File: config.mk
export PLATFORM = sky130hd
export DESIGN_NAME = led_mode_sel
export DESIGN_NICKNAME = d
export VERILOG_FILES = /design/src/rtl/led_pkg.sv /design/src/rtl/led_mode_sel_btn_debounce.sv /design/src/rtl/led_mode_sel.sv
export SDC_FILE = /design/constraint.sdc
export NUM_CORES = 1
export LEC_CHECK = 0
export ABC_AREA = 1
export CORE_UTILIZATION = 59
export CTS_CLUSTER_DIAMETER = 150
export CTS_CLUSTER_SIZE = 20
export DETAILED_ROUTE_END_ITERATION = 8
export GPL_TIMING_DRIVEN = 0
export MAX_ROUTING_LAYER = met4
export PLACE_DENSITY = 0.85
export SYNTH_ARGS = -nofsm -noshare
export SYNTH_HDL_FRONTEND = slang
export SYNTH_HIERARCHICAL = 1
export SYNTH_SLANG_ARGS = --single-unit
File: constraint.sdc
create_clock -name i_clock -period 2.15 [get_ports i_clock]
set_input_delay 0.5375 -clock i_clock [delete_from_list [all_inputs] [get_ports i_clock]]
set_output_delay 0.5375 -clock i_clock [all_outputs]
set_load 0.005 [all_outputs]
File: src/rtl/led_pkg.sv
// Shared definitions for the LED mode selector: selection width helper and
// the step-direction encodings produced from the two button press pulses.
package led_pkg;

  localparam logic [1:0] STEP_NONE = 2'b00;
  localparam logic [1:0] STEP_NEXT = 2'b01;
  localparam logic [1:0] STEP_PREV = 2'b10;

  function automatic int sel_width(input int n_src);
    return (n_src > 1) ? $clog2(n_src) : 1;
  endfunction

endpackage

File: src/rtl/led_mode_sel_btn_debounce.sv
// Raw push-button conditioning: 2-flop synchroniser, consecutive-cycle
// debouncer and a registered single-cycle pulse on each accepted press.
module btn_debounce #(
  parameter int DEB_CYC = 1000
) (
  input  logic i_clock,
  input  logic i_reset,
  input  logic i_btn,
  output logic o_press
);

  localparam int CNT_W = $clog2(DEB_CYC + 1);

  logic             sync1;
  logic             sync2;
  logic             deb;
  logic             deb_d;
  logic [CNT_W-1:0] cnt;

  always_ff @(posedge i_clock or negedge i_reset) begin
    if (!i_reset) begin
      sync1   <= 1'b0;
      sync2   <= 1'b0;
      deb     <= 1'b0;
      deb_d   <= 1'b0;
      cnt     <= '0;
      o_press <= 1'b0;
    end else begin
      sync1 <= i_btn;
      sync2 <= sync1;
      deb_d <= deb;
      // Only a run of DEB_CYC differing cycles moves the accepted level.
      if (sync2 != deb) begin
        if (cnt == CNT_W'(DEB_CYC - 1)) begin
          deb <= sync2;
          cnt <= '0;
        end else begin
          cnt <= cnt + CNT_W'(1);
        end
      end else begin
        cnt <= '0;
      end
      o_press <= deb & ~deb_d;
    end
  end

endmodule

File: src/rtl/led_mode_sel.sv
// Button-stepped LED source selector with wrap-around selection and a
// blanking window after every change of mode.
module led_mode_sel
  import led_pkg::*;
#(
  parameter int N_LEDS    = 4,
  parameter int N_SRC     = 4,
  parameter int SEL_W     = sel_width(N_SRC),
  parameter int DEB_CYC   = 1000,
  parameter int BLANK_CYC = 8,
  parameter int RESET_SEL = 0
) (
  input  logic                    i_clock,
  input  logic                    i_reset,
  input  logic                    i_btn_next,
  input  logic                    i_btn_prev,
  input  logic [N_SRC*N_LEDS-1:0] i_src_leds,
  output logic [N_LEDS-1:0]       o_leds,
  output logic [SEL_W-1:0]        o_sel,
  output logic                    o_blank
);

  localparam int CNT_W = (BLANK_CYC > 0) ? $clog2(BLANK_CYC + 1) : 1;

  logic              press_next;
  logic              press_prev;
  logic [1:0]        step;
  logic              changed;
  logic [SEL_W-1:0]  sel_nxt;
  logic [CNT_W-1:0]  blank_cnt;
  logic [CNT_W-1:0]  blank_cnt_nxt;
  logic [N_LEDS-1:0] pattern;

  btn_debounce #(.DEB_CYC(DEB_CYC)) u_next (
    .i_clock (i_clock),
    .i_reset (i_reset),
    .i_btn   (i_btn_next),
    .o_press (press_next)
  );

  btn_debounce #(.DEB_CYC(DEB_CYC)) u_prev (
    .i_clock (i_clock),
    .i_reset (i_reset),
    .i_btn   (i_btn_prev),
    .o_press (press_prev)
  );

  assign step = {press_prev, press_next};

  // Simultaneous presses encode as neither direction and cancel out.
  always_comb begin
    sel_nxt = o_sel;
    changed = 1'b0;
    case (step)
      STEP_NEXT: begin
        sel_nxt = (o_sel == SEL_W'(N_SRC - 1)) ? '0 : o_sel + SEL_W'(1);
        changed = 1'b1;
      end
      STEP_PREV: begin
        sel_nxt = (o_sel == '0) ? SEL_W'(N_SRC - 1) : o_sel - SEL_W'(1);
        changed = 1'b1;
      end
      default: begin
        sel_nxt = o_sel;
        changed = 1'b0;
      end
    endcase
  end

  always_comb begin
    blank_cnt_nxt = '0;
    if (changed && (BLANK_CYC > 0)) begin
      blank_cnt_nxt = CNT_W'(BLANK_CYC);
    end else if (blank_cnt != '0) begin
      blank_cnt_nxt = blank_cnt - CNT_W'(1);
    end
  end

  always_comb begin
    pattern = '0;
    for (int k = 0; k < N_SRC; k++) begin
      if (sel_nxt == SEL_W'(k)) begin
        pattern = i_src_leds[k*N_LEDS +: N_LEDS];
      end
    end
  end

  // Outputs are computed from next-state values so they all move on one edge.
  always_ff @(posedge i_clock or negedge i_reset) begin
    if (!i_reset) begin
      o_sel     <= SEL_W'(RESET_SEL);
      blank_cnt <= '0;
      o_blank   <= 1'b0;
      o_leds    <= '0;
    end else begin
      o_sel     <= sel_nxt;
      blank_cnt <= blank_cnt_nxt;
      o_blank   <= (blank_cnt_nxt != '0);
      o_leds    <= (blank_cnt_nxt != '0) ? '0 : pattern;
    end
  end

endmodule

### Word-level counts from Yosys, hierarchy flattened

Index checks and enable logic that the tools add are counted.

* divide/modulo/power cells: 0
* shifts and indexed selects: 0
* add/subtract/negate cells: 5
* muxes and demuxes: 15
* magnitude comparators: 0
* equality and inequality tests: 10
* bitwise gates (word level): 4
* $mul: 0
* reduce and logical (&&, ||, !) cells: 7

Operators by type and width (count)
* two-way mux 10 bit: 4
* two-way mux 4 bit: 7
* adder 10 x 1 -> 10 bit, second input constant: 2
* == test 10 bit, second input constant: 2
* == test 2 bit, second input constant: 4
* nonzero test 4 bit: 2
* == test 2 x 1 -> 1 bit, second input constant: 2
* zero test 2 bit: 2
* two-way mux 2 bit: 2
* one-hot mux 2 bit (2 select lines): 1
* AND reduction 2 bit: 2
* subtractor 4 x 1 -> 4 bit, second input constant: 1
* adder 2 x 1 -> 2 bit, second input constant: 1
* AND 1 bit: 2
* != test 1 bit: 2
* NOT 1 bit: 2
* OR reduction 2 bit: 1
* subtractor 2 x 1 -> 2 bit, second input constant: 1
* two-way mux 1 bit: 1

* word-level logic and storage cells: 57
* input port bits: 20
* output and inout bits: 7
* memories kept: 0
* latch bits: 0
* register bits after elaboration: 41
* bits in writable memories: 0
* memory bits (read-only): 0

### Depth between registers and ports, before layout

Gate-level depths: netlist (run 1).

* depth after elaboration: 9
* gate-level depth with buffers: 11
* mapped depth without buffers: 11

### Modules after synthesis

Netlist (run 1), hierarchy kept.

Modules (own cells, without submodules)
* led_mode_sel: area each 760.7 sq um, cells an instance 105, instances 1, seq. area each 275.3 sq um
* btn_debounce at u_prev: area each 689.4 sq um, cells an instance 78, instances 1, seq. area each 375.4 sq um
* btn_debounce at u_next: area each 674.4 sq um, cells an instance 68, instances 1, seq. area each 375.4 sq um

### Worst setup path before layout (run 1)

Ideal clock, no wire load.

* path kind: reg2reg
* start point: register o_sel[0]
* end point: register o_leds[0]
* setup time: 121 ps
* required time: 2029 ps
* setup slack: 635 ps
* clock period less this slack: 1515 ps
* path buffers: 0
* cell stages (with the launch flop): 11
* data arrival time: 1394 ps
* path through: dfrtp_1 inv_1 ha_1 inv_1 nand2_1 nand3_1 nand2_1 nor2_1 nand2_1 nand2_1 a21oi_1

* cells in the longest elaborated chain, start to end: 9
* elaborated cells between the ends (all ways): 16
* classes of those cells: add/sub (2); eq/ne (4); mux (8); reduce/logical (2)

Ends and longest elaborated chain
* start, declared: line led_mode_sel.sv:19 `output logic [SEL_W-1:0] o_sel,`
* start signal, assigned: line led_mode_sel.sv:91 `o_sel <= SEL_W'(RESET_SEL);`
* start signal, assigned: line led_mode_sel.sv:96 `o_sel <= sel_nxt;`
* subtractor 2 x 1 -> 2 bit, or another cell as far along: line led_mode_sel.sv:60 `sel_nxt = (o_sel == '0) ? SEL_W'(N_SRC - 1) : o_sel - SEL_W'(1);`
* two-way mux 2 bit, on equally long branches: line led_mode_sel.sv:60, led_mode_sel.sv:56
* one-hot mux 2 bit (2 select lines) *: line led_mode_sel.sv:54 `case (step)`
* zero test 2 bit: line led_mode_sel.sv:82 `if (sel_nxt == SEL_W'(k)) begin`
* two-way mux 4 bit (3 in series): line led_mode_sel.sv:82
* two-way mux 4 bit *: line led_mode_sel.sv:82
* two-way mux 4 bit *: line led_mode_sel.sv:99 `o_leds <= (blank_cnt_nxt != '0) ? '0 : pattern;`
* end signal, assigned: line led_mode_sel.sv:99
* end, declared: line led_mode_sel.sv:18 `output logic [N_LEDS-1:0] o_leds,`

Mark *: on every way between the ends. The rest lies on a longest branch, timed or not.
A chain may end at the register's enable or synchronous reset.

### Worst setup path after layout (run 1)

* start point: register o_sel[0]
* end point: output port o_sel[0]

No word-level cell between the ends.

==> results of run 1 <==
[final timing paths]
check | start | endpoint | cells after the start
worst max-delay path | o_sel[0] | o_sel[0] | 1
worst min-delay path | i_reset | u_next/cnt[8] | 1
worst max register to register | o_sel[0] | o_leds[3] | 10
worst min register to register | u_next/sync1 | u_next/sync2 | 0
max in group asynchronous | i_reset | u_prev/cnt[5] | 1
min in group i_clock | u_next/sync1 | u_next/sync2 | 0
[cells by family (layout without fill, tap and decap cells)]
family	Yosys count	in the layout	share of synthesized area
AND/OR/NAND/NOR	138	138	0.322
flip-flops	41	41	0.483
buffers and inverters	40	74	0.0771
adder cells (fa/ha/maj)	8	8	0.0471
AO/OA/AOI/OAI	16	16	0.0377
XOR/XNOR	8	8	0.0330
[registers in the layout, summed over array words and instances (netlist names), 2 cells and up]
signal	flops
blank_cnt	4
o_leds	4
o_sel	2
u_next/cnt	10
u_prev/cnt	10
[power by group]
group,internal (mW),total [mW],leakage (nW),switching (mW)
clock network,0.360,0.606,0.0552,0.247
registers,0.787,0.798,0.549,0.0109
logic,0.0505,0.0931,0.628,0.0425
[per-stage QoR]
step                 util  power (mW)  cells
global placement    0.721       0.906    323
finish              0.749        1.50    331
global route        0.749        1.56    331
floorplan               -       0.844    251
detailed placement  0.719       0.908    323
CTS                 0.749        1.51    331
[layout by cell type (no fill, tap or decap), types with 5 or more instances in the layout]
master           count
dfrtp_1             41
inv_1               34
clkdlybuf4s50_1     25
nand2_1             52
a21oi_1              9
clkbuf_4             5
xnor2_1              5
nand2_2              7
nand3_1             17
o21ai_0              6
nor2_1              38
ha_1                 8
[layout make-up]
type | count | area share
sequential | 41 | 0.404
multi-input combinational | 170 | 0.368
timing repair buffer | 26 | 0.100
inverter | 40 | 0.0645
clock inverter | 3 | 0.0256
tap | 46 | 0.0227
clock buffer | 5 | 0.0148
[per-layer routing]
layer	vias to the layer above	part of all wire	track usage
li1	844	-	-
met1	737	0.45	0.263
met2	24	0.51	0.388
met3	4	0.035	0.0580
met4	0	0.011	0.0635
met5	-	0	-
==> run metrics, run 1 <==
Post-DP HPWL=2.74 mm; most frequent cells after synthesis=nand2_1, dfrtp_1, nor2_1; first drt pass iteration count=4; CP Buf/Inv Count=1; DIE WIDTH=62.0 um; largest area contributor in the netlist=dfrtp_1; clk slew on worst S/H paths=0.12 ns; final max-slew violation count=0; setup repair bufs after CTS=0; CTS tree=yes; Synth area leaders=dfrtp_1, nand2_1, nor2_1; fraction of registers with async set/reset=1.00; P&R area growth vs syn=19.6%; row cnt=21; io pins=27; Syn Std Cell Area=~2100 sq um; fmax=approximately 540 MHz; Worst Path Required=1.61 ns; Tmin final=1.85 ns; clock skew=roughly 0.0015 ns; yosys synthesis warning count=6; Final Hold Viols=0; clk sinks=41; CP Class=flip-flop to primary output; Cell Chain, Critical Path=clkdlybuf4s50_1; DRT antenna net count=0; die area=approximately 3800 sq um; Critical Path AT=1.31 ns; Finished Cell Area=around 2500 sq um; register area=1030 sq um; final setup TNS=0 ns; layout filler cell count=251; sequential share of the synthesized area=0.483; maxcap violations=0; share of cells above drive strength 1=0.130; status=finished, final reports clean; H-tree levels=2; Worst-Margin Slew=0.861 ns; ANT cells=0; worst min path class=input pin to async pin; die height=~62 um; I/O Buffers=26; Leak=1.23 nW; CP max stage cell=clkdlybuf4s50_1; Post-synth EDFFs=0; CTS resizes=0; Yosys cell types=25; Worst Setup Start Kind=flip-flop; maximum clock path buffer count=2; Worst path max stage delay=0.53 ns; Synth Net Count=around 280; delay-heaviest family, CP=buffers and inverters; DRT iter0 DRCs=between 70 and 80; flop2flop setup slack=0.41 ns; Rel. slew slack=0.426; Worst Setup End Kind=primary output; antenna violations before repair=0; top-count cell post-synth=nand2_1; area of placed instances=2440 sq um; global-route usage over all layers=0.226; Post-Syn Instances=roughly 250; Setup WS pre-CTS=0.439 ns; DR WL/cell=10.8 um; Max VDD drop=0.493 mV; GPL Wtd Cong=0.899; RSZ-0062 raised after global routing=no; detailed-route via count=1609; initial core utilization=0.627; largest net degree at the start of global routing=42; NumNets Final=about 310; CP max FO=5; clk_lat worst skew=around 0.35 ns; Syn Area/Cell=8.46 sq um; vias per cell=4.86; first-pass GRT wire length=6.07 mm; Inserted Clock Buffers=5; final worst slack=0.298 ns; total grt overflow=0; vias in the first global route=1533; prevailing post-synth register cell=dfrtp_1; Final setup viols=0; Std-Cell Core Area=3390 sq um; Synth top area share=0.483; # DRC=0; fin crit share=0.862; Seq cells post-synth=just over 40; root buf cell=clkbuf_4; Hold Slack=0.286 ns; wirelength, routed=about 3.6 mm; area occupied by multi-input gates=around 930 sq um; Power per Cell Area=around 600 nW/um^2; Hold Buf Count CTS=0
Power figures use the tool's default switching activity.
==> run 2: changes to the inputs <==
--- a/config.mk
+++ b/config.mk
@@ -13,6 +13,7 @@
 export GPL_TIMING_DRIVEN = 0
 export MAX_ROUTING_LAYER = met4
 export PLACE_DENSITY = 0.85
+export REMOVE_ABC_BUFFERS = 1
 export SYNTH_ARGS = -nofsm -noshare
 export SYNTH_HDL_FRONTEND = slang
 export SYNTH_HIERARCHICAL = 1
==> results of run 2 <==
The final DEF is identical to that of run 1; final timing and power are the same.
